File: src/rtl/pattern_pkg.sv
// Shared types for the pattern-engine pin timing slice:
// waveform chars, pin indices, timing entries and cycle state.
package pattern_pkg;

  localparam int NPINS = 23;
  localparam int OFFW  = 8;
  localparam int NWFT  = 16;

  localparam logic [7:0] WFC_0 = 8'h30;
  localparam logic [7:0] WFC_1 = 8'h31;
  localparam logic [7:0] WFC_L = 8'h4C;
  localparam logic [7:0] WFC_H = 8'h48;
  localparam logic [7:0] WFC_X = 8'h58;
  localparam logic [7:0] WFC_Z = 8'h5A;
  localparam logic [7:0] WFC_N = 8'h4E;

  typedef enum logic [4:0] {
    PIN_SPI_MOSI,
    PIN_SPI_MISO,
    PIN_SPI_CS,
    PIN_SPI_CLK,
    PIN_I2C_SCL,
    PIN_I2C_SDA,
    PIN_JTAG_TCK,
    PIN_JTAG_TMS,
    PIN_JTAG_TDI,
    PIN_JTAG_TDO,
    PIN_JTAG_TRSTN,
    PIN_SWDIO,
    PIN_SWCLK,
    PIN_CLOCK,
    PIN_RESET,
    PIN_SCAN_IN0,
    PIN_SCAN_IN1,
    PIN_SCAN_IN2,
    PIN_SCAN_IN3,
    PIN_SCAN_OUT0,
    PIN_SCAN_OUT1,
    PIN_SCAN_OUT2,
    PIN_SCAN_OUT3
  } pin_e;

  typedef struct packed {
    logic [OFFW-1:0] drive_off;
    logic [OFFW-1:0] strobe_off;
  } timing_t;

  typedef enum logic [1:0] {
    ST_IDLE,
    ST_ACTIVE,
    ST_DONE
  } state_e;

  localparam logic [OFFW-1:0] OFF_MAX = '1;

  localparam timing_t TIMING_RST = '{
    drive_off:  '0,
    strobe_off: OFFW'(2)
  };

endpackage

File: src/rtl/pattern_pin_decode.sv
// Maps one waveform char to drive, compare and
// hold controls for a single pin.
module pattern_pin_decode
  import pattern_pkg::*;
(
  input  logic [7:0] wfc,
  output logic       oe,
  output logic       drv,
  output logic       hold,
  output logic       cmp_en,
  output logic       cmp_val,
  output logic       illegal
);

  always_comb begin
    oe      = 1'b0;
    drv     = 1'b0;
    hold    = 1'b0;
    cmp_en  = 1'b0;
    cmp_val = 1'b0;
    illegal = 1'b0;
    unique case (1'b1)
      (wfc == WFC_0): oe = 1'b1;
      (wfc == WFC_1): begin
        oe  = 1'b1;
        drv = 1'b1;
      end
      (wfc == WFC_L): cmp_en = 1'b1;
      (wfc == WFC_H): begin
        cmp_en  = 1'b1;
        cmp_val = 1'b1;
      end
      (wfc == WFC_X),
      (wfc == WFC_Z): ;
      (wfc == WFC_N): hold = 1'b1;
      default:        illegal = 1'b1;
    endcase
  end

endmodule

File: src/rtl/pattern_pin_timing.sv
// Per-tester-cycle pin timing: drives pins at the drive
// offset and compares pad levels at the strobe offset.
module pattern_pin_timing
  import pattern_pkg::*;
(
  input  logic                clock,
  input  logic                reset,
  input  logic                tester_sync,
  input  logic [3:0]          wft,
  input  logic [8*NPINS-1:0]  wfc,
  input  logic [31:0]         vector_number,
  input  logic                cfg_we,
  input  logic [3:0]          cfg_wft,
  input  logic [OFFW-1:0]     cfg_drive_off,
  input  logic [OFFW-1:0]     cfg_strobe_off,
  input  logic                finalize,
  input  logic [NPINS-1:0]    pin_in,
  output logic [NPINS-1:0]    pin_drv,
  output logic [NPINS-1:0]    pin_oe,
  output logic                fail_valid,
  output logic [NPINS-1:0]    fail_mask,
  output logic [31:0]         fail_vector,
  output logic [31:0]         fail_count,
  output logic                overrun,
  output logic                illegal_wfc
);

  timing_t            tbl_q [NWFT];
  timing_t            cur_q;
  timing_t            eff_t;
  state_e             state_q;
  state_e             state_d;
  logic               sync_q;
  logic               start;
  logic               go;
  logic               live;
  logic               drv_hit;
  logic               stb_hit;
  logic [OFFW-1:0]    tick_q;
  logic [OFFW-1:0]    tick;
  logic               drv_done_q;
  logic               stb_done_q;
  logic               drv_done_d;
  logic               stb_done_d;
  logic [8*NPINS-1:0] wfc_q;
  logic [8*NPINS-1:0] eff_wfc;
  logic [31:0]        vec_q;
  logic [31:0]        eff_vec;
  logic [NPINS-1:0]   d_oe;
  logic [NPINS-1:0]   d_drv;
  logic [NPINS-1:0]   d_hold;
  logic [NPINS-1:0]   d_cen;
  logic [NPINS-1:0]   d_cval;
  logic [NPINS-1:0]   d_ill;
  logic [NPINS-1:0]   oe_d;
  logic [NPINS-1:0]   drv_d;
  logic [NPINS-1:0]   mism;

  for (genvar i = 0; i < NPINS; i++) begin : g_dec
    pattern_pin_decode u_dec (
      .wfc     (eff_wfc[8*NPINS-1-8*i -: 8]),
      .oe      (d_oe[i]),
      .drv     (d_drv[i]),
      .hold    (d_hold[i]),
      .cmp_en  (d_cen[i]),
      .cmp_val (d_cval[i]),
      .illegal (d_ill[i])
    );
  end

  // On the start edge the incoming vector acts as tick 0.
  always_comb begin
    start   = tester_sync & ~sync_q;
    go      = start & ~finalize;
    eff_t   = go ? tbl_q[wft] : cur_q;
    eff_wfc = go ? wfc : wfc_q;
    eff_vec = go ? vector_number : vec_q;
    tick    = go ? '0 : tick_q;
    live    = go | ((state_q == ST_ACTIVE) & ~finalize);
    drv_hit = live & (go | ~drv_done_q)
            & (tick == eff_t.drive_off);
    stb_hit = live & (go | ~stb_done_q)
            & (tick == eff_t.strobe_off);
    drv_done_d = (drv_done_q & ~go) | drv_hit;
    stb_done_d = (stb_done_q & ~go) | stb_hit;
    oe_d  = (d_hold & pin_oe) | (~d_hold & d_oe);
    drv_d = (d_hold & pin_drv) | (~d_hold & d_drv);
    mism  = d_cen & (pin_in ^ d_cval);
    state_d = state_q;
    if (finalize)
      state_d = ST_IDLE;
    else if (live && drv_done_d && stb_done_d)
      state_d = ST_DONE;
    else if (go)
      state_d = ST_ACTIVE;
  end

  always_ff @(posedge clock) begin
    if (reset) begin
      sync_q      <= 1'b0;
      state_q     <= ST_IDLE;
      tick_q      <= '0;
      cur_q       <= TIMING_RST;
      wfc_q       <= '0;
      vec_q       <= '0;
      drv_done_q  <= 1'b0;
      stb_done_q  <= 1'b0;
      pin_drv     <= '0;
      pin_oe      <= '0;
      fail_valid  <= 1'b0;
      fail_mask   <= '0;
      fail_vector <= '0;
      fail_count  <= '0;
      overrun     <= 1'b0;
      illegal_wfc <= 1'b0;
      for (int k = 0; k < NWFT; k++)
        tbl_q[k] <= TIMING_RST;
    end else begin
      sync_q     <= tester_sync;
      state_q    <= state_d;
      drv_done_q <= drv_done_d;
      stb_done_q <= stb_done_d;
      fail_valid <= 1'b0;
      if (go) begin
        cur_q  <= eff_t;
        wfc_q  <= wfc;
        vec_q  <= vector_number;
        tick_q <= OFFW'(1);
      end else if (tick_q != OFF_MAX) begin
        tick_q <= tick_q + OFFW'(1);
      end
      if (cfg_we)
        tbl_q[cfg_wft] <= '{
          drive_off:  cfg_drive_off,
          strobe_off: cfg_strobe_off
        };
      if (go && state_q == ST_ACTIVE && !stb_done_q)
        overrun <= 1'b1;
      if (finalize) begin
        pin_oe  <= '0;
        pin_drv <= '0;
      end else if (drv_hit) begin
        pin_oe  <= oe_d;
        pin_drv <= drv_d;
        if (|d_ill)
          illegal_wfc <= 1'b1;
      end
      if (stb_hit && |mism) begin
        fail_valid  <= 1'b1;
        fail_mask   <= mism;
        fail_vector <= eff_vec;
        if (fail_count != '1)
          fail_count <= fail_count + 32'd1;
      end
    end
  end

endmodule

File: config.mk
export PLATFORM = sky130hd
export DESIGN_NAME = pattern_pin_timing
export DESIGN_NICKNAME = d
export VERILOG_FILES = /design/src/rtl/pattern_pkg.sv /design/src/rtl/pattern_pin_decode.sv /design/src/rtl/pattern_pin_timing.sv
export SDC_FILE = /design/constraint.sdc
export NUM_CORES = 1
export LEC_CHECK = 0
export ABC_CLOCK_PERIOD_IN_PS = 3470
export CORE_UTILIZATION = 50
export DETAILED_ROUTE_END_ITERATION = 16
export GPL_ROUTABILITY_DRIVEN = 0
export HOLD_SLACK_MARGIN = 0.08
export PLACE_DENSITY = 0.77
export SLEW_MARGIN = 40
export SYNTH_ARGS = -nofsm -noshare
export SYNTH_HDL_FRONTEND = slang
export SYNTH_SLANG_ARGS = --single-unit
File: constraint.sdc
create_clock -name clock -period 3.47 [get_ports clock]
set_clock_uncertainty 0.2 [all_clocks]
set_input_delay 0.5205 -clock clock [delete_from_list [all_inputs] [get_ports clock]]
set_output_delay 0.5205 -clock clock [all_outputs]
set_load 0.01 [all_outputs]
**Word level (Yosys, flattened, before mapping)**

Memory sizes are Yosys's and may differ from the RTL's.
Index checks and enable logic that the tools add are counted.

- Add/subtract/negate cells: 2
- Eq/ne operators: 166
- Mux-type cells: 155
- Bitwise logic cells: 28
- Reductions and logical operators: 85

Operators by type and width:

| kind | count |
|---|---|
| $eq A8 B7 Y1 const B | 115 |
| $eq A8 B6 Y1 const B | 46 |
| $mux W184 | 1 |
| $reduce_or A7 Y1 | 23 |
| $mux W1 | 147 |
| $and A23 B23 Y23 | 5 |
| $reduce_or A2 Y1 | 48 |
| $or A23 B23 Y23 | 2 |
| $reduce_or A23 Y1 | 2 |
| $add A32 B1 Y32 const B | 1 |
| $mux W16 | 2 |
| $mux W32 | 1 |
| $ne A32 B32 Y1 const B | 1 |
| $not A23 Y23 | 1 |
| $xor A23 B23 Y23 | 1 |
| $eq A8 B8 Y1 | 2 |
| $reduce_or A16 Y1 | 1 |
| $and A1 B1 Y1 | 9 |
| $add A8 B1 Y8 const B | 1 |
| $mux W8 | 1 |
| $ne A8 B8 Y1 const B | 1 |
| $logic_and A1 B1 Y1 | 5 |
| $not A1 Y1 | 5 |
| $or A1 B1 Y1 | 5 |
| 8 further kinds | 10 |

- Register bits: 381
- Memory bits (writable): 256
- Input port bits: 268
- Logic and storage cells: 456
- Memories kept: 1

Memories:

| name | words | bits a word | read ports | clocked after memory_dff | wr ports | RTL line | RTL |
|---|---|---|---|---|---|---|---|
| tbl_q | 16 | 16 | 1 | 0 | 16 | pattern_pin_timing.sv:28 | `timing_t tbl_q [NWFT];` |

**Longest topological paths before layout**

Gate-level depths: netlist (run 1).

- Depth in word-level cells: 11
- Gate-level depth with buffers: 15
- Depth with buffers taken out: 10

**By module**

A second synthesis (run 1) with hierarchy kept.

- Cells, all modules: 3136
- Area total of the unflattened synthesis: 29940.0 um^2

By module, submodules not included:

| module | instances | cells an instance | area each (um^2) | seq. area each (um^2) |
|---|---|---|---|---|
| pattern_pin_timing | 1 | 2745 | 27292.4 | 15314.7 |
| pattern_pin_decode | 23 | 17 | 115.1 | 0.0 |

**Least setup slack after synthesis (run 1)**

No wires, ideal clock.

- Kind: input to register
- From: input wft[1]
- To: register (tool-made name)
- Arrival time: 2.982 ns
- Data required time: 3.142 ns
- Path slack: 0.161 ns
- Cell stages on the path: 14
- Cell sequence: buf_2 > buf_2 > buf_2 > mux4_2 > mux2_2 > nand2_1 > o211ai_1 > o31ai_2 > and2_1 > buf_2 > buf_6 > o31ai_1 > a22oi_1 > nor2_1

RTL lines:

| element | RTL line | RTL |
|---|---|---|
| start, declared | pattern_pin_timing.sv:9 | `input logic [3:0] wft,` |

**Worst setup path in the final report (run 1)**

- From: register sync_q
- To: register fail_count[7]

- Cells in the longest elaborated chain, start to end: 11
- Elaborated cells between the ends (all ways): 131

RTL lines:

| element | RTL line | RTL |
|---|---|---|
| start, declared | pattern_pin_timing.sv:33 | `logic sync_q;` |
| start signal, assigned | pattern_pin_timing.sv:119 | `sync_q <= tester_sync;` |
| $not A1 Y1 (*) | pattern_pin_timing.sv:73 | `start = tester_sync & ~sync_q;` |
| $and A1 B1 Y1 (*) | pattern_pin_timing.sv:73 |  |
| $and A1 B1 Y1 (*) | pattern_pin_timing.sv:74 | `go = start & ~finalize;` |
| $mux W184 | - |  |
| $eq A8 B7 Y1 (on tied branches) | pattern_pin_decode.sv:29, pattern_pin_decode.sv:28 |  |
| $reduce_or A2 Y1 (no source line) or $mux W1 (tied branches) | - |  |
| $mux W1 or $xor A23 B23 Y23 (tied branches) | pattern_pin_decode.sv:22, pattern_pin_timing.sv:88 |  |
| $and A23 B23 Y23 | pattern_pin_timing.sv:88 | `mism = d_cen & (pin_in ^ d_cval);` |
| $reduce_or A23 Y1 | pattern_pin_timing.sv:148 | `if (stb_hit && \|mism) begin` |
| $logic_and A1 B1 Y1 (*) | pattern_pin_timing.sv:148 |  |
| $reduce_and A2 Y1 (no source line) (*) | - |  |
| end signal, assigned | pattern_pin_timing.sv:153 | `fail_count <= fail_count + 32'd1;` |
| end, declared | pattern_pin_timing.sv:23 | `output logic [31:0] fail_count,` |

Every way passes the cells marked *; elsewhere a longest branch is shown, timed or not.
A chain may end at the register's enable or synchronous reset.

==> results of run 1 <==
## cell usage in the layout (no fill, tap or decap), types with 44 or more instances in the layout
cell and n:
a21oi_1 250, and2_1 244, buf_4 363, clkbuf_16 80, clkdlybuf4s50_1 397, dfxtp_1 380, edfxtp_1 256, mux2i_1 121
mux4_2 44, nand2_1 463, nand3_1 74, nor2_1 196, nor2b_1 51, nor3_1 65, o21ai_0 66
## area by class of cell
cell class,instances,share of cell area
repair buffers,829,0.1951
well taps,773,0.02384
inverters,17,0.001573
clock inverters,32,0.007618
clock buffers,95,0.04932
diodes,7,0.0004318
multi-input cells,2177,0.3446
flip-flops and latches,637,0.3775
## timing repair
item,4_1_cts,5_1_grt
hold endpoints to repair,15,0
resized for setup,33,100
buffers inserted,15,18
pin swaps,7,38
setup endpoints to repair,88,81
hold buffers,1,0
cloned,5,6
## registers in the layout, summed over array words and instances, names as in the netlist, named ones only
register / count
wfc_q: 184
stb_done_q: 1
drv_done_q: 1
cur_q: 16
fail_count: 32
illegal_wfc: 1
tick_q: 8
fail_mask: 23
sync_q: 1
fail_vector: 32
overrun: 1
tbl_q: 256
vec_q: 32
state_q: 2
fail_valid: 1
## logic make-up (layout without fill, tap and decap cells)
| logic type | count (synthesis) | in the layout | share of synthesized area |
|---|---|---|---|
| AOI/OAI and AO/OA | 484 | 484 | 0.09606 |
| xor gates and xnor gates | 55 | 55 | 0.01616 |
| adders and majority gates | 2 | 2 | 0.0008395 |
| buffers and inverters | 208 | 973 | 0.03187 |
| DFF | 637 | 637 | 0.5139 |
| muxes | 221 | 221 | 0.09555 |
| other | 0 | 7 | 0 |
| and+or+nand+nor | 1415 | 1415 | 0.2456 |
## layer usage
metal  vias to the layer above  global-route usage  routed length (um)
li1                      12280                   -                   -
met1                     13030              0.3809               36720
met2                      1570              0.5343               48650
met3                       375             0.06264                9623
met4                         4              0.1547                5334
met5                         -                   0                  30
## critical path, cell delays in order (launching register included)
cell       delay, ps
dfxtp_2          320
or3b_4           510
buf_12           190
buf_8            120
buf_4            140
nor4_2           280
o22ai_1          190
nand3_1          140
nor4_1            80
nand4_1          180
buf_6            160
buf_6            100
nand3_4          150
clkbuf_16        220
buf_6            110
o21ai_0          260
a21oi_1          130
## power groups by stage
stage          Clock, mW  Sequential, mW  Combinational [mW]
2_1_floorplan          0            8.33               0.915
3_3_place_gp           0            8.36                1.91
3_5_place_dp           0            8.38                1.95
4_1_cts             7.55            8.22                2.00
5_1_grt             7.87            8.25                2.20
6_report            7.50            8.23                2.09
## per-stage QoR
step | total power, mW | setup TNS, ps | util | cell area, um^2 | std cells
global route | 18.32 | -22450 | 0.6885 | 40560 | 4563
CTS | 17.78 | -1053 | 0.6764 | 39850 | 4536
floorplan | 9.243 | 0 | - | 29800 | 3022
detailed placement | 10.34 | -91120 | 0.6298 | 37100 | 4388
finish | 17.82 | -9298 | 0.6887 | 40570 | 4567
global placement | 10.27 | -87730 | 0.6298 | 37100 | 4388
## worst paths after layout
path | to | start | slack (ps)
worst max-delay path | fail_count[7] | sync_q | -190
worst min-delay path | flip-flop | flip-flop | 250
worst max register to register | fail_count[7] | sync_q | -190
worst min register to register | flip-flop | flip-flop | 250
==> reports/qor.csv, run 1 <==
stage,metric,value,unit
outcome,status,"complete, but fails checks",
outcome,failing checks,negative setup slack,
grt,first-pass GRT wire length,147400,um
clock_tree,clock sinks,637,
worst_hold_path,Worst Hold Depth,2,
yosys,cell with the most instances after synthesis,nand2_1,
yosys,Seq cells post-synth,637,
floorplan,core area,0.05891,mm^2
cells_and_area,layout cells sized above 1,0.1909,
yosys,dominant cell type by area after synthesis,edfxtp_1,
routing,WL final,100400,um
routing,post-route antenna net violation count,0,
power,clock share of power,0.421,
sta,Final WS setup,-189.3,ps
sta,final hold vios,0,
yosys,Post-synth top cells,"465 x nand2_1, 381 x dfxtp_1, 258 x a21oi_1",
setup_path,crit path kind,reg2reg,
cells_and_area,multi-input logic area,0.01398,mm^2
power,Net Sw Frac,0.2416,
routing,post-route DRC violation count,0,
clock_tree,root buf cell,clkbuf_16,
cells_and_area,# fillers,4167,
place,pre-CTS setup slack,-1079,ps
yosys,Avg Inst Size Synth,9.862,um^2
yosys,post-synthesis instance total,3022,
routing,Avg WL per Cell,21.97,um
setup_path,CP Max Fanout,9,
floorplan,Starting Density,0.5059,
floorplan,Core Rows,89,
cells_and_area,"Area growth, synth to finish",36.13,%
sta,Slew @ Worst Pin,836.6,ps
job,Max Cap Viol,0,
yosys,Synth Cell Area,0.02980,mm^2
yosys,fraction of registers with async set/reset,0,
grt,largest net degree at the start of global routing,149,
yosys,syn_nets,3292,
power,Sw Pwr,4.304,mW
floorplan,Die ar.,0.06058,mm^2
grt,total global-route track usage,0.3151,
clock_tree,H-tree Lvls,3,
yosys,Post-synth EDFFs,256,
setup_path,startpoint types,flip-flop,
setup_path,crit end category,flip-flop,
sta,final setup fails,82,
worst_hold_path,HP Class,reg2reg,
setup_path,"Req. time, crit path",3740,ps
power,P per Cell Area,439.2,mW/mm^2
grt,vias in the first global route,26440,
power,combinational power share,0.117,
clock_tree,CTS tree,built,
setup_path,Worst Reg-to-Reg Cells,16,
setup_path,critical path arrival,3930,ps
sta,Final period util,1.055,
clock_tree,Num CTS Buffers,70,
grt,remaining global-route overflow,0,
routing,vias,27260,
sta,fmax,273.3,MHz
power,Int Power,13.51,mW
yosys,"Primary FF master, synth",dfxtp_1,
power,register share of total power,0.462,
sta,Min Hold Slack,251.0,ps
sta,Slew Limit Fails,0,
power,Lkg Pwr,15.30,nW
sta,fin crit period,3659,ps
cells_and_area,sequential cell area,0.01532,mm^2
sta,slew margin rel.,0.4385,
cells_and_area,Final #Nets,4002,
routing,Avg Vias per Cell,5.969,
routing,Initial DRC Count,2960,
power,Max VDD drop,0.0004059,V
yosys,"Seq/Total Area, Yosys",0.5139,
clock_tree,clk slew on worst S/H paths,60,ps
grt,antenna violations before repair,8,
clock_tree,clock latency on the worst-skew pair,620,ps
yosys,Ys Warns,0,
sta,unrepaired setup endpoints after global routing,true,
place,Final HPWL DP,68970,um
yosys,synth unique cells,83,
clock_tree,maximum clock path buffer count,3,
yosys,top area cells in the synthesized netlist,"edfxtp_1 26%, dfxtp_1 26%, nand2_1 5.9%, and2_1 5.1%, a21oi_1 4.3%",
floorplan,chip width,246.1,um
floorplan,# IOs,404,
place,IO buf count,403,
floorplan,Die Y,246.1,um
yosys,Yosys top cell area share,0.2579,
routing,first-pass iteration count of the detailed router,6,
(Power assumes the default switching activity.)
==> run 2, diff against run 1 <==
PLACE_DENSITY = unset   (was 0.77)
PLACE_DENSITY_LB_ADDON = 0.25   (was unset)
RECOVER_POWER = 25   (was unset)
==> reports/qor.csv, run 2 (synthesis gave the netlist of run 1 again) <==
stage,metric,value,unit,change
floorplan,core area,0.05891,mm^2,unchanged
place,DP Cell Count,4375,,was 4388
worst_hold_path,HP Class,in2reg,,was reg2reg
cells_and_area,most frequent cells in the layout,"464 x nand2_1, 396 x clkdlybuf4s50_1, 380 x dfxtp_1",,"was 463 x nand2_1, 397 x clkdlybuf4s50_1, 380 x dfxtp_1"
setup_path,CP Max Fanout,17,,was 9
floorplan,Core Rows,89,,unchanged
routing,Avg WL per Cell,21.23,um,was 21.97 um
grt,total global-route track usage,0.3082,,was 0.3151
cells_and_area,Final #Nets,3955,,was 4002
grt,first-pass GRT wire length,144100,um,was 147400 um
cells_and_area,top flop regs,"tbl_q (256), wfc_q (184)",,unchanged
outcome,status,"complete, but fails checks",,unchanged
cells_and_area,design area,0.03943,mm^2,was 0.04057 mm^2
power,Int Power,13.25,mW,was 13.51 mW
clock_tree,root buf cell,clkbuf_16,,unchanged
setup_path,"CP delay by family, top",simple AND/OR/NAND/NOR gates,,unchanged
grt,largest net degree at the start of global routing,189,,was 149
sta,final setup fails,0,,was 82
cells_and_area,post-route insts no fill,4522,,was 4567
routing,Avg Vias per Cell,5.831,,was 5.969
clock_tree,Num CTS Buffers,69,,was 70
routing,post-route antenna net violation count,0,,unchanged
place,pre-CTS setup slack,-791.5,ps,was -1079 ps
sta,slew margin rel.,-0.1186,,was 0.4385
cells_and_area,flip-flop count of the largest register after layout,256,,unchanged
sta,Setup Total Neg Slack,0,ps,was -9298 ps
floorplan,chip width,246.1,um,unchanged
cells_and_area,# fillers,4421,,was 4167
sta,Min Hold Slack,216.7,ps,was 251.0 ps
place,IO buf count,403,,unchanged
place,Final HPWL DP,69340,um,was 68970 um
sta,Slew @ Worst Pin,1678,ps,was 836.6 ps
setup_path,crit end category,flip-flop,,unchanged
job,Max Cap Viol,1,,was 0
clock_tree,H-tree Lvls,3,,unchanged
cells_and_area,layout cells sized above 1,0.1665,,was 0.1909
power,combinational power share,0.113,,was 0.117
cells_and_area,"commonest non-fill, non-tap cell in the layout",nand2_1,,unchanged
power,Max VDD drop,0.0004035,V,was 0.0004059 V
grt,remaining global-route overflow,0,,unchanged
clock_tree,clock latency on the worst-skew pair,610,ps,was 620 ps
floorplan,# IOs,404,,unchanged
sta,final hold vios,0,,unchanged
sta,fin crit period,3438,ps,was 3659 ps
power,clock share of power,0.417,,was 0.421
setup_path,CP Cell Sequence,or3b_4 > buf_6 > o31a_1 > nor2_1 > buf_4 > nor3_1 > nand4_1 > buf_6 > nand3_4 > buf_12 > or4_1 > a21oi_1,,was or3b_4 > buf_12 > buf_8 > buf_4 > nor4_2 > o22ai_1 > nand3_1 > nor4_1 > nand4_1 > buf_6 > buf_6 > nand3_4 > clkbuf_16 > buf_6 > o21ai_0 > a21oi_1
grt,antenna violations before repair,8,,unchanged
floorplan,Starting Density,0.5059,,unchanged
clock_tree,clk slew on worst S/H paths,60,ps,about the same
grt,vias in the first global route,25610,,was 26.44k
sta,Slew Limit Fails,82,,was 0
sta,Final WS setup,31.66,ps,was -189.3 ps
clock_tree,CTS tree,built,,unchanged
setup_path,CP max stage delay,480,ps,was 510 ps
sta,Final period util,0.9909,,was 1.055
power,Sw Pwr,4.244,mW,was 4.304 mW
setup_path,startpoint types,flip-flop,,unchanged
outcome,failing checks,"max-capacitance violations, max-slew violations",,was negative setup slack
clock_tree,clock sinks,637,,unchanged
power,register share of total power,0.470,,was 0.462
clock_tree,maximum clock path buffer count,3,,unchanged
setup_path,Buf/Inv on CP,4,,was 7
floorplan,Die Y,246.1,um,unchanged
routing,first-pass iteration count of the detailed router,8,,was 6
routing,post-route DRC violation count,0,,unchanged
place,area post-placement,0.03695,mm^2,was 0.03710 mm^2
setup_path,Worst setup startpoint,sync_q,,unchanged
power,Net Sw Frac,0.2426,,was 0.2416
routing,Initial DRC Count,2398,,was 2960
setup_path,"Req. time, crit path",3780,ps,was 3740 ps
setup_path,most frequent CP cell,buf_6,,unchanged
setup_path,critical path's slowest cell,or3b_4,,unchanged
cells_and_area,most flop-heavy register,tbl_q,,unchanged
setup_path,critical path arrival,3750,ps,was 3930 ps
cells_and_area,"Area growth, synth to finish",32.29,%,was 36.13%
routing,WL final,96020,um,was 100400 um
setup_path,worst r2r src,sync_q,,unchanged
power,P per Cell Area,443.7,mW/mm^2,was 439.2 mW/mm^2
routing,vias,26370,,was 27.26k
sta,fmax,290.8,MHz,was 273.3 MHz
power,Lkg Pwr,14.62,nW,was 15.30 nW
worst_hold_path,Hold Startpoint,wfc[72],,
floorplan,Die ar.,0.06058,mm^2,unchanged
setup_path,crit path kind,reg2reg,,unchanged
[run 2: cell types whose count changed in the layout (fill, tap and decap cells not counted), moves of 16 or more]
cell,change
mux2_2,+16
buf_4,-39
and2_1,-45
clkbuf_1,+20
and2_0,+44
mux2_4,-17
[run 2: power groups by stage]
stage / Sequential [mW] / Clock (mW) / Combinational, mW
2_1_floorplan: 8.33 / 0 / 0.915
3_3_place_gp: 8.36 / 0 / 1.89
3_5_place_dp: 8.38 / 0 / 1.93
4_1_cts: 8.22 / 7.37 / 1.95
5_1_grt: 8.25 / 7.69 / 2.10
6_report: 8.23 / 7.29 / 1.97
[run 2: layout make-up]
class,count,area [um^2],share of cell area
Clock buffer,94,1933,0.04903
Tap cell,773,967.2,0.02453
Clock inverter,34,290.3,0.007363
Sequential cell,637,15320,0.3885
Antenna cell,7,17.52,0.0004443
Timing Repair Buffer,782,7124,0.1807
Inverter,17,63.81,0.001619
Multi-Input combinational cell,2178,13710,0.3478
[run 2: per-layer routing]
metal / up-vias / share of wire / global-route usage
li1: 12180 / - / -
met1: 12740 / 0.39 / 0.3801
met2: 1196 / 0.49 / 0.5252
met3: 247 / 0.081 / 0.05131
met4: 6 / 0.044 / 0.1423
met5: - / 0.00043 / 0
[run 2: worst paths after layout]
path                         to  slack, ps  cells after the start
setup / recovery  fail_count[6]         30                     12
hold / removal        wfc_q[72]        220                      4
setup reg to reg  fail_count[6]         30                     12
hold reg to reg       flip-flop        250                      2
[run 2: stage by stage]
stage                     utilization  power [mW]
after floorplan                     -       9.243
after global placement         0.6272       10.25
after detailed placement       0.6273       10.31
after CTS                      0.6667       17.54
after global routing           0.6691       18.04
final                          0.6693       17.49
[run 2: worst reg2reg max path, stage by stage, from the launching register on]
cell	delay, ps
dfxtp_4	370
or3b_4	490
buf_6	220
o31a_1	340
nor2_1	300
buf_4	190
nor3_1	50
nand4_1	110
buf_6	170
nand3_4	150
buf_12	180
or4_1	420
a21oi_1	160
[run 2: repair_timing]
action | in CTS | in global routing
gates resized for setup | 10 | 34
hold buffers | 1 | 0
endpoints found under the hold margin | 13 | 0
setup endpoints to repair | 75 | 80
pin swaps | 3 | 8
setup buffers | 6 | 3
gates cloned | 1 | 2
